--- config.mk ---
export PLATFORM = sky130hd
export DESIGN_NAME = pipe_stage_hs_flat
export DESIGN_NICKNAME = d
export VERILOG_FILES = /design/src/rtl/pipe_stage_hs_if.sv /design/src/rtl/pipe_stage_hs.sv /design/src/flat_wrapper.sv
export SDC_FILE = /design/constraint.sdc
export NUM_CORES = 1
export LEC_CHECK = 0
export CAP_MARGIN = 10
export CELL_PAD_IN_SITES_DETAIL_PLACEMENT = 2
export CELL_PAD_IN_SITES_GLOBAL_PLACEMENT = 2
export CORE_AREA = 8 8 78 80
export CTS_CLUSTER_DIAMETER = 60
export DETAILED_ROUTE_END_ITERATION = 8
export DIE_AREA = 0 0 86 88
export PLACE_DENSITY_LB_ADDON = 0.1
export SLEW_MARGIN = 10
export SYNTH_ARGS = -nofsm -noshare
export SYNTH_HDL_FRONTEND = slang
export SYNTH_SLANG_ARGS = --single-unit
--- constraint.sdc ---
create_clock -name clk -period 1.7 [get_ports clk]
set_input_delay 0.34 -clock clk [delete_from_list [all_inputs] [get_ports clk]]
set_output_delay 0.34 -clock clk [all_outputs]
set_load 0.01 [all_outputs]
--- src/rtl/pipe_stage_hs_if.sv ---
// pipe_stage_hs_if
//  Valid/ready/data bundle for one side of a pipeline stage boundary.
//  Parameter:
//   WIDTH  payload width in bits
//  Signals:
//   valid  producer has a beat this cycle
//   ready  consumer accepts a beat this cycle
//   data   payload of the offered beat
//  Modports:
//   master  producer side (drives valid/data, observes ready)
//   slave   consumer side (observes valid/data, drives ready)
interface pipe_stage_hs_if #(
  parameter int WIDTH = 16
);
  logic             valid;
  logic             ready;
  logic [WIDTH-1:0] data;

  modport master (output valid, output data, input ready);
  modport slave  (input valid, input data, output ready);
endinterface

--- src/rtl/pipe_stage_hs.sv ---
// pipe_stage_hs
//  Generic pipeline stage register with valid/ready handshake, flush and a
//  saturating back-pressure counter. One instance sits on each stage boundary
//  and carries a packed WIDTH-bit stage bundle with one cycle of latency.
//  Optional feature (compile-time macro PIPE_SKID_EN):
//   defined   - 1-entry skid register, registered in_ready = !skid_valid,
//               capacity 2 beats, strict FIFO order (main before skid)
//   undefined - in_ready = !out_valid | out_ready (combinational), capacity 1
//  Parameters:
//   WIDTH  payload width in bits
//   CNT_W  width of stall_cnt
//  Ports:
//   clk        clock, all state updates on rising edge
//   rst        synchronous active-high reset
//   in_if      upstream side (slave): valid/data in, ready out
//   out_if     downstream side (master): valid/data out, ready in
//   flush      discard all held beats, including one accepted this cycle
//   cnt_clr    clear stall_cnt (wins over an increment)
//   stall_cnt  cycles with out_valid & !out_ready, saturating at all-ones
module pipe_stage_hs #(
  parameter int WIDTH = 16,
  parameter int CNT_W = 8
) (
  input  logic                   clk,
  input  logic                   rst,
  pipe_stage_hs_if.slave         in_if,
  pipe_stage_hs_if.master        out_if,
  input  logic                   flush,
  input  logic                   cnt_clr,
  output logic [CNT_W-1:0]       stall_cnt
);

  localparam logic [CNT_W-1:0] CNT_MAX = '1;

  logic             r_out_valid;
  logic [WIDTH-1:0] r_out_data;
  logic [CNT_W-1:0] r_stall_cnt;

  logic w_in_ready;
  logic w_in_acc;
  logic w_out_acc;
  logic w_stalled;

  assign w_out_acc = r_out_valid & out_if.ready;
  assign w_stalled = r_out_valid & ~out_if.ready;
  assign w_in_acc  = in_if.valid & w_in_ready;

`ifdef PIPE_SKID_EN
  logic             r_skid_valid;
  logic [WIDTH-1:0] r_skid_data;

  // Registered ready: upstream timing never sees out_ready.
  assign w_in_ready = ~r_skid_valid;

  always_ff @(posedge clk) begin
    if (rst) begin
      r_out_valid  <= 1'b0;
      r_out_data   <= '0;
      r_skid_valid <= 1'b0;
      r_skid_data  <= '0;
    end else if (flush) begin
      // Drop both held beats and anything offered this cycle; main data
      // is left as-is since out_valid already marks it dead.
      r_out_valid  <= 1'b0;
      r_skid_valid <= 1'b0;
      r_skid_data  <= '0;
    end else if (w_out_acc && r_skid_valid) begin
      // Head leaves, skid beat moves up. in_ready is low, so no new beat.
      r_out_data   <= r_skid_data;
      r_out_valid  <= 1'b1;
      r_skid_valid <= 1'b0;
    end else if (w_in_acc && !w_stalled) begin
      r_out_data  <= in_if.data;
      r_out_valid <= 1'b1;
    end else if (w_in_acc) begin
      // Head is stuck: park the new beat behind it.
      r_skid_data  <= in_if.data;
      r_skid_valid <= 1'b1;
    end else if (w_out_acc) begin
      r_out_valid <= 1'b0;
    end
  end
`else
  // Single-entry stage: a beat may enter whenever the head is empty or leaving.
  assign w_in_ready = ~r_out_valid | out_if.ready;

  always_ff @(posedge clk) begin
    if (rst) begin
      r_out_valid <= 1'b0;
      r_out_data  <= '0;
    end else if (flush) begin
      r_out_valid <= 1'b0;
    end else if (w_in_acc && !w_stalled) begin
      r_out_data  <= in_if.data;
      r_out_valid <= 1'b1;
    end else if (w_out_acc) begin
      r_out_valid <= 1'b0;
    end
  end
`endif

  // Back-pressure counter; independent of flush.
  always_ff @(posedge clk) begin
    if (rst || cnt_clr) begin
      r_stall_cnt <= '0;
    end else if (w_stalled && (r_stall_cnt != CNT_MAX)) begin
      r_stall_cnt <= r_stall_cnt + 1'b1;
    end
  end

  assign in_if.ready  = w_in_ready;
  assign out_if.valid = r_out_valid;
  assign out_if.data  = r_out_data;
  assign stall_cnt    = r_stall_cnt;

endmodule

--- src/flat_wrapper.sv ---
// flat-port wrapper written by rule: the top's interface ports become plain ports
module pipe_stage_hs_flat 
#(
  parameter int WIDTH = 16,
  parameter int CNT_W = 8
)
  (clk, rst, flush, cnt_clr, stall_cnt, in_if_valid, in_if_data, in_if_ready, out_if_valid, out_if_data, out_if_ready);
  pipe_stage_hs_if #(.WIDTH(WIDTH)) in_if_i ();
  pipe_stage_hs_if #(.WIDTH(WIDTH)) out_if_i ();
  input  logic clk;
  input  logic rst;
  input  logic flush;
  input  logic cnt_clr;
  output logic [CNT_W-1:0] stall_cnt;
  input wire logic [$bits(in_if_i.valid)-1:0] in_if_valid;
  input wire logic [$bits(in_if_i.data)-1:0] in_if_data;
  output wire logic [$bits(in_if_i.ready)-1:0] in_if_ready;
  output wire logic [$bits(out_if_i.valid)-1:0] out_if_valid;
  output wire logic [$bits(out_if_i.data)-1:0] out_if_data;
  input wire logic [$bits(out_if_i.ready)-1:0] out_if_ready;
  assign in_if_i.valid = in_if_valid;
  assign in_if_i.data = in_if_data;
  assign in_if_ready = in_if_i.ready;
  assign out_if_valid = out_if_i.valid;
  assign out_if_data = out_if_i.data;
  assign out_if_i.ready = out_if_ready;
  pipe_stage_hs #(.WIDTH(WIDTH), .CNT_W(CNT_W)) u_core (.clk(clk), .rst(rst), .in_if(in_if_i), .out_if(out_if_i), .flush(flush), .cnt_clr(cnt_clr), .stall_cnt(stall_cnt));
endmodule
== After elaboration in Yosys (flattened, before gate mapping) ==
Cells that the tools add are included.

* Add/subtract/negate cells: 1
* $mul: 0
* Divide/modulo/power cells: 0
* $lt $le $gt $ge: 0
* Eq/ne operators: 1
* Shift-type cells: 0
* Mux-type cells: 2
* Bitwise operators: 7
* Reduce and logical (&&, ||, !) cells: 7

{| class="wikitable"
|+ Operator list
! kind !! number
|-
| adder 8 x 1 -> 8 bit (second input constant) || 1
|-
| inequality test 8 bit (second input constant) || 1
|-
| AND 1 bit || 3
|-
| inverter 1 bit || 3
|-
| logical AND 1 bit || 2
|-
| two-way mux 1 bit || 2
|-
| AND reduction 2 bit || 1
|-
| nonzero test 2 bit || 1
|-
| OR reduction 2 bit || 1
|-
| logical NOT 1 bit || 1
|-
| logical OR 1 bit || 1
|-
| OR 1 bit || 1
|}

* Flip-flop bits (word level): 25
* Bits in latches: 0
* Memory bits (writable): 0
* Bits in read-only memories: 0
* Input port bits: 22
* Output and inout bits: 26
* Logic and storage cells: 21
* Memories: 0

== Logic depth before layout (Yosys ltp) ==
Gate-level depths: netlist of run 1.

* Depth after elaboration: 5
* Depth in mapped cells: 6
* Mapped depth without buffers: 5

== Worst setup path after synthesis of run 1 ==
No wires, ideal clock.

* Path kind: reg-to-reg
* Start point: reg u_core.r_out_valid (netlist: u_core.out_if.valid)
* End point: reg u_core.r_stall_cnt[5] (netlist: u_core.stall_cnt[5])
* Setup time: 70 ps
* Data arrival time: 1,515 ps
* Data required time: 1,630 ps
* Setup slack: 115 ps
* Stages on the path, launching flop included: 6
* Path buffers: 0
* Period minus slack after synthesis: 1,585 ps
* Cell sequence: dfxtp_1 nor2b_4 inv_2 or2_1 or4_1 a21oi_1

* Longest elaborated chain between the ends: 2

{| class="wikitable"
|+ RTL lines
! element !! line !! RTL
|-
| start, declared || pipe_stage_hs.sv:35 || <nowiki>logic r_out_valid;</nowiki>
|-
| start signal, assigned || pipe_stage_hs.sv:89 || <nowiki>r_out_valid <= 1'b0;</nowiki>
|-
| start signal, assigned || pipe_stage_hs.sv:92 || <nowiki>r_out_valid <= 1'b0;</nowiki>
|-
| start signal, assigned || pipe_stage_hs.sv:95 || <nowiki>r_out_valid <= 1'b1;</nowiki>
|-
| AND 1 bit || pipe_stage_hs.sv:45 || <nowiki>assign w_stalled = r_out_valid & ~out_if.ready;</nowiki>
|-
| logical AND 1 bit || pipe_stage_hs.sv:106 || <nowiki>end else if (w_stalled && (r_stall_cnt != CNT_MAX)) begin</nowiki>
|-
| end signal, assigned || pipe_stage_hs.sv:107 || <nowiki>r_stall_cnt <= r_stall_cnt + 1'b1;</nowiki>
|-
| end, declared || pipe_stage_hs.sv:37 || <nowiki>logic [CNT_W-1:0] r_stall_cnt;</nowiki>
|}

Every way passes these cells.
A chain may end at the register's enable or synchronous reset.

== Final worst setup path of run 1 ==
* Start point: reg u_core.r_stall_cnt[0] (netlist: u_core.stall_cnt[0])
* End point: out stall_cnt[0]

{| class="wikitable"
|+ RTL lines
! element !! line !! RTL
|-
| end, declared || flat_wrapper.sv:14 || <nowiki>output logic [CNT_W-1:0] stall_cnt;</nowiki>
|}

No word-level cell between the ends.

==> metrics.md, run 1 <==
| Metric | Value |
|---|---|
| Outcome | `complete, no violations` |
| Hold depth | `2` |
| Worst Hold Class | `flop to flop` |
| CP Launch Point | `u_core.stall_cnt[0]$_SDFFE_PP0P_` |
| Placed inst area | `1597 sq um` |
| Final HPWL DP | `2668 um` |
| Die Width | `86 um` |
| Peak Freq | `615.8 MHz` |
| Area Growth Syn to Fin | `68.71%` |
| Drt pass-1 iters | `4` |
| Area of the mapped netlist | `979.7 sq um` |
| Die area | `7568 sq um` |
| CTS max path bufs | `2` |
| CTS Buf Count | `3` |
| Number of hold buffers added after cts | `0` |
| Post-Syn Nets | `141` |
| Number of cells on the critical path | `1` |
| # fillers | `557` |
| ANT cells | `0` |
| Global-route wire length before repair | `5582 um` |
| Initial drt markers | `14` |
| Sequential cell area | `501.7 sq um` |
| Gr ovfl total | `0` |
| Peak VDD IR | `0.0003118 V` |
| Port bufs | `47` |
| Via count | `1,022` |
| Max-cap viol count | `0` |
| Routed WL | `3388 um` |
| Final worst slack | `76.14 ps` |
| Clk slew on worst S/H paths | `90 ps` |
| Crit. End Element | `output port` |
| Kind of critical path | `flop to output port` |
| Most frequent cells in the layout | `clkdlybuf4s50_1, nand2_1, dfxtp_1, a21oi_1, buf_4` |
| Place WS | `-319.0 ps` |
| Synth area leader | `dfxtp_1` |
| Antenna-violating nets left | `0` |
| WL per Instance | `14.00 um` |
| Largest net degree at the start of global routing | `18` |
| Initial Util | `19.94%` |
| Initial antenna violation count | `0` |
| Area occupied by multi-input gates | `456.7 sq um` |
| Post-route cell area | `1653 sq um` |
| Critical R2R Launch | `u_core.out_if.valid$_SDFFE_PP0P_` |
| Flops & latches, synth | `25` |
| CTS root buf | `clkbuf_8` |
| Post-Route Skew | `6.277 ps` |
| CP arrival | `1280 ps` |
| FP Rows | `26` |
| Final core utilization | `33.65%` |
| DR vias/cell | `4.223` |
| Cell area power density | `689.2 nW/um^2` |
| Combinational family with the most area after synthesis | `simple AND/OR/NAND/NOR gates` |
| Synth top area share | `51.09%` |
| Setup-failing EPs final | `0` |
| Commonest non-fill, non-tap cell in the layout | `clkdlybuf4s50_1` |
| Synth cell types | `28` |
| Top post-synthesis cells by area | `dfxtp_1, nand2_1, a21oi_1` |
| CP max-delay cell | `clkdlybuf4s50_1` |
| Pleak | `0.5728 nW` |
| CP startpoint kind | `flop` |
| CP bufs+invs | `1` |
| Post-synthesis cell count | `118` |
| Crit Path Max Fanout | `4` |
| Drc violations | `0` |
| Post-Synth XOR/XNOR Area | `1.788%` |
| # clock sinks | `25` |
| Register area share after synthesis | `51.09%` |
| Synthesized area per cell | `8.302 sq um` |
| Post-synthesis simple-gate area fraction | `27.08%` |
| Tmin final | `1624 ps` |
| RSZ-0062 raised after global routing | `no` |
| Multiplexer area fraction after synthesis | `1.022%` |
| Compound-Gate Fraction of Synth Area | `15.07%` |
| R2R Setup Slk | `130 ps` |
| # nets final | `196` |
| Source of the worst hold timing path | `u_core.out_if.data[4]$_SDFFE_PP0P_` |
| Worst skew pair latency | `270 ps` |
| Required time of the critical path | `1360 ps` |
| CORE AREA | `4912 sq um` |
| Vias in the first global route | `1,145` |
| Worst-Margin Slew | `327.5 ps` |
| Synth Warn # | `0` |
| Final Hold Vio Count | `0` |
| Period utilisation layout | `95.52%` |
| GRT Total Usage | `9.302%` |
| H-tree depth | `1` |
| DIE HEIGHT | `88 um` |
| GP Congestion | `0.7027` |
| Reg2reg path depth | `5` |
| Cell family with most CP delay | `buffers and inverters` |
| Share of layout cells above drive strength 1 | `10.47%` |
| Synth Area in Adders | `1.277%` |
| CTS tree | `yes` |
| Pins over their slew limit | `0` |
| Slew HR | `77.98%` |
| Critical path's largest stage delay | `580 ps` |
| Crit-path cells | `clkdlybuf4s50_1` |
| IO Count | `48` |
| Setup TNS | `0 ps` |
| Power, Total | `1.139 mW` |
## final cells by class
| class | instances | area share, % |
|---|---|---|
| clock inverters | 1 | 0.3028 |
| clock buffers | 3 | 2.498 |
| repair buffers | 55 | 33.46 |
| flip-flops and latches | 25 | 30.36 |
| well taps | 70 | 5.299 |
| multi-input cells | 86 | 27.63 |
| inverters | 2 | 0.4542 |
## worst paths after layout
check,endpoint
min,u_core.out_if.data[4]$_SDFFE_PP0P_
min reg2reg,u_core.out_if.data[4]$_SDFFE_PP0P_
max reg2reg,u_core.stall_cnt[5]$_SDFFE_PP0P_
max,stall_cnt[0]
## through the flow
step / std cells / hold slack, ps
after floorplan: 118 / 419.3
after global placement: 237 / 441.9
after detailed placement: 237 / 452.2
after CTS: 242 / 469.9
after global routing: 242 / 493.3
final: 242 / 462.6
## registers in the layout, indices dropped and copies added, names as in the netlist
| signal | count |
|---|---|
| u_core.out_if.data | 16 |
| u_core.out_if.valid | 1 |
| u_core.stall_cnt | 8 |
## layer usage
layer | up-vias | track usage, % | routed length (um)
li1 | 506 | - | -
met1 | 486 | 10.38 | 1435
met2 | 26 | 15.89 | 1667
met3 | 4 | 3.659 | 253
met4 | 0 | 2.866 | 32
met5 | - | 0 | 0
## power breakdown
group          switching [mW]  internal (mW)
combinational          0.0674          0.103
sequential             0.0101          0.604
clock                   0.190          0.164
total                   0.268          0.871
## synthesized netlist by cell type (all sizes together)
library cell / instances
nor3b: 2
ha: 1
nor2: 5
or4: 1
xor2: 2
nand3: 2
o21a: 1
and3: 1
and4b: 1
nor2b: 1
nor3: 2
o211ai: 1
o21ai: 2
a211oi: 2
nand2: 33
nand4: 2
o31ai: 1
clkbuf: 5
nand3b: 1
a21oi: 20
mux2i: 1
or3: 2
or2: 2
inv: 2
dfxtp: 25
## tightest hold or removal path, delay by kind of cell (launching register included)
kind,cells,cell delay (ps)
AO/OA/AOI/OAI,1,50
flip-flops,1,320
AND/OR/NAND/NOR,1,50
## repair_timing
action / CTS / global route
endpoints found under the setup margin: 2 / 2
buffers inserted: 1 / 0
cloned: 0 / 0
resized for setup: 3 / 2
## cells by family (layout without fill, tap and decap cells)
family / count (synthesis) / in the layout
AO/OA/AOI/OAI: 27 / 27
flip-flops: 25 / 25
adder cells (fa/ha/maj): 1 / 1
multiplexers: 1 / 1
XOR/XNOR: 2 / 2
buffers and inverters: 7 / 61
AND/OR/NAND/NOR: 55 / 55
No activity file was read; power rests on OpenSTA's default activity.
==> run 2, diff against run 1 <==
- CTS_CLUSTER_DIAMETER: 60 -> unset
- SKIP_LAST_GASP: unset -> 1
==> results of run 2 <==
Same layout as run 1: the final DEF is identical, and so are final timing and power.
==> run 3, diff against run 2 <==
- CELL_PAD_IN_SITES_DETAIL_PLACEMENT: 2 -> 0
- CELL_PAD_IN_SITES_GLOBAL_PLACEMENT: 2 -> 1
- CORE_AREA: 8 8 78 80 -> 8 8 70 72
- DIE_AREA: 0 0 86 88 -> 0 0 78 80
- RECOVER_POWER: unset -> 50
==> metrics.md, run 3 (same netlist as run 1, synthesis figures left out) <==
| Metric | Value |
|---|---|
| Outcome | `complete, no violations` |
| Cells after DPL | `218 (-8.0%)` |
| Global-route wire length before repair | `4733 um (-15%)` |
| Crit Path Max Fanout | `7 (+3)` |
| Number of hold buffers added after cts | `0 (unchanged)` |
| CTS Buf Count | `3 (unchanged)` |
| Critical R2R Launch | `u_core.out_if.valid$_SDFFE_PP0P_` |
| Setup-failing EPs final | `0 (unchanged)` |
| Cell family with most CP delay | `buffers and inverters` |
| Number of cells on the critical path | `1 (unchanged)` |
| Required time of the critical path | `1360 ps (about the same)` |
| CTS resizes | `1 (-2)` |
| Crit-path cells | `clkdlybuf4s50_1` |
| Reg2reg path depth | `5 (unchanged)` |
| WL per Instance | `13.51 um (-3.5%)` |
| CP Launch Point | `u_core.stall_cnt[3]$_SDFFE_PP0P_` |
| Period utilisation layout | `95.09% (-0.43 points)` |
| Area Growth Syn to Fin | `62.84%` |
| Share of layout cells above drive strength 1 | `8.721% (-1.7 points)` |
| IO Count | `48 (unchanged)` |
| Hold depth | `2 (unchanged)` |
| Via count | `1,000 (-2.2%)` |
| Peak VDD IR | `0.0003056 V (-2.0%)` |
| Largest net degree at the start of global routing | `18 (unchanged)` |
| H-tree depth | `1 (unchanged)` |
| Initial drt markers | `27 (+13)` |
| Initial antenna violation count | `0 (unchanged)` |
| Die Width | `78 um (-9.3%)` |
| RSZ-0062 raised after global routing | `no` |
| Peak Freq | `618.6 MHz (+0.45%)` |
| Most frequent cells in the layout | `clkdlybuf4s50_1, nand2_1, dfxtp_1, a21oi_1` |
| Post-route insts no fill | `222 (-8.3%)` |
| Source of the worst hold timing path | `u_core.out_if.data[14]$_SDFFE_PP0P_` |
| Final HPWL DP | `2328 um (-13%)` |
| DR vias/cell | `4.505 (+6.7%)` |
| Buffer count from post-CTS setup fixing | `0 (-1)` |
| Slew HR | `70.68% (-7.3 points)` |
| Initial Util | `25.41% (+5.5 points)` |
| CP startpoint kind | `flop` |
| Pleak | `0.5784 nW (+0.98%)` |
| Tmin final | `1617 ps (-7.335 ps)` |
| Clk slew on worst S/H paths | `90 ps (about the same)` |
| GP Congestion | `0.7571 (+7.7%)` |
| Port bufs | `47 (unchanged)` |
| Critical path's largest stage delay | `570 ps (about the same)` |
| Final worst slack | `83.47 ps (+7.335 ps)` |
| Worst-Margin Slew | `439.8 ps (+112.3 ps)` |
| Drc violations | `0 (unchanged)` |
| DIE HEIGHT | `80 um (-9.1%)` |
| Drt pass-1 iters | `4 (unchanged)` |
| Die area | `6240 sq um (-18%)` |
| Routed WL | `2999 um (-11%)` |
| ANT cells | `0 (unchanged)` |
| Final Hold Vio Count | `0 (unchanged)` |
| CTS root buf | `clkbuf_8` |
| CTS tree | `yes` |
| R2R Setup Slk | `140 ps (about the same)` |
| CP arrival | `1280 ps (about the same)` |
| CP bufs+invs | `1 (unchanged)` |
| Cell area power density | `708.2 nW/um^2 (+2.8%)` |
| # clock sinks | `25 (unchanged)` |
| Post-Route Skew | `7.356 ps (+1.079 ps)` |
| CTS max path bufs | `2 (unchanged)` |
| Commonest non-fill, non-tap cell in the layout | `clkdlybuf4s50_1` |
| Setup TNS | `0 ps (unchanged)` |
| # nets final | `196 (unchanged)` |
| Crit. End Element | `output port` |
| CORE AREA | `3856 sq um (-21%)` |
| Pins over their slew limit | `0 (unchanged)` |
| CP max-delay cell | `clkdlybuf4s50_1` |
| Kind of critical path | `flop to output port` |
| Antenna-violating nets left | `0 (unchanged)` |
| GRT Total Usage | `9.457% (+0.15 points)` |
| Met3 Resource Use GR | `4.730% (+1.1 points)` |
| Max-cap viol count | `0 (unchanged)` |
| Place WS | `-242.5 ps (+76.54 ps)` |
| Worst Hold Class | `flop to flop` |
| Vias in the first global route | `1,034 (-9.7%)` |
| Number of flip-flops under the largest register name | `16 (unchanged)` |
| GR Util met2 | `15.54% (-0.35 points)` |
| GRT busiest layer | `met2` |
| Met1 Usage GRT | `10.15% (-0.23 points)` |
| Gr ovfl total | `0 (unchanged)` |
| FP Rows | `23 (-12%)` |
| Worst skew pair latency | `270 ps (about the same)` |
-- run 3: cell count changes in the layout (fill, tap and decap cells not counted), moves of 2 or more --
cell,delta
clkbuf_1,+2
buf_12,-2
buf_4,-2
dlygate4sd3_1,+5
clkdlybuf4s50_1,-5
-- run 3: worst reg2reg max path: cells and delay by family (launching register included) --
kind            cells  cell delay [ps]
compound gates      1              140
buf+inv             1               50
flops               1              370
simple gates        3              930
-- run 3: metrics by stage --
stage | area (sq um) | power (mW) | hold slack (ps) | utilization, %
3_5_place_dp | 1567 | 0.7961 | 449.4 | 40.62
6_report | 1595 | 1.130 | 457.3 | 41.37
3_3_place_gp | 1567 | 0.7928 | 442.2 | 40.62
2_1_floorplan | 979.7 | 0.6813 | 419.3 | -
5_1_grt | 1595 | 1.192 | 483.5 | 41.37
4_1_cts | 1612 | 1.163 | 459.3 | 41.79
-- run 3: final cells by class --
type,instances,area [sq um]
inverter,2,7.507
tap,50,62.56
timing repair buffer,55,521.8
multi-input combinational,86,456.7
clock inverter,1,5.005
clock buffer,3,41.29
sequential,25,500.5
fill,410,2261
-- run 3: worst paths after layout --
path / to
setup / recovery: stall_cnt[3]
hold / removal: u_core.out_if.data[14]$_SDFFE_PP0P_
setup reg to reg: u_core.stall_cnt[5]$_SDFFE_PP0P_
hold reg to reg: u_core.out_if.data[14]$_SDFFE_PP0P_
-- run 3: per-layer routing --
metal / part of all wire [%] / up-vias
met1: 39 / 458
met5: 0 / -
met4: 1.4 / 0
li1: - / 506
met3: 11 / 5
met2: 48 / 31
-- run 3: report_power, final --
| group | switching, mW | internal, mW |
|---|---|---|
| combinational | 0.0645 | 0.0926 |
| clock | 0.195 | 0.164 |
| sequential | 0.00922 | 0.604 |
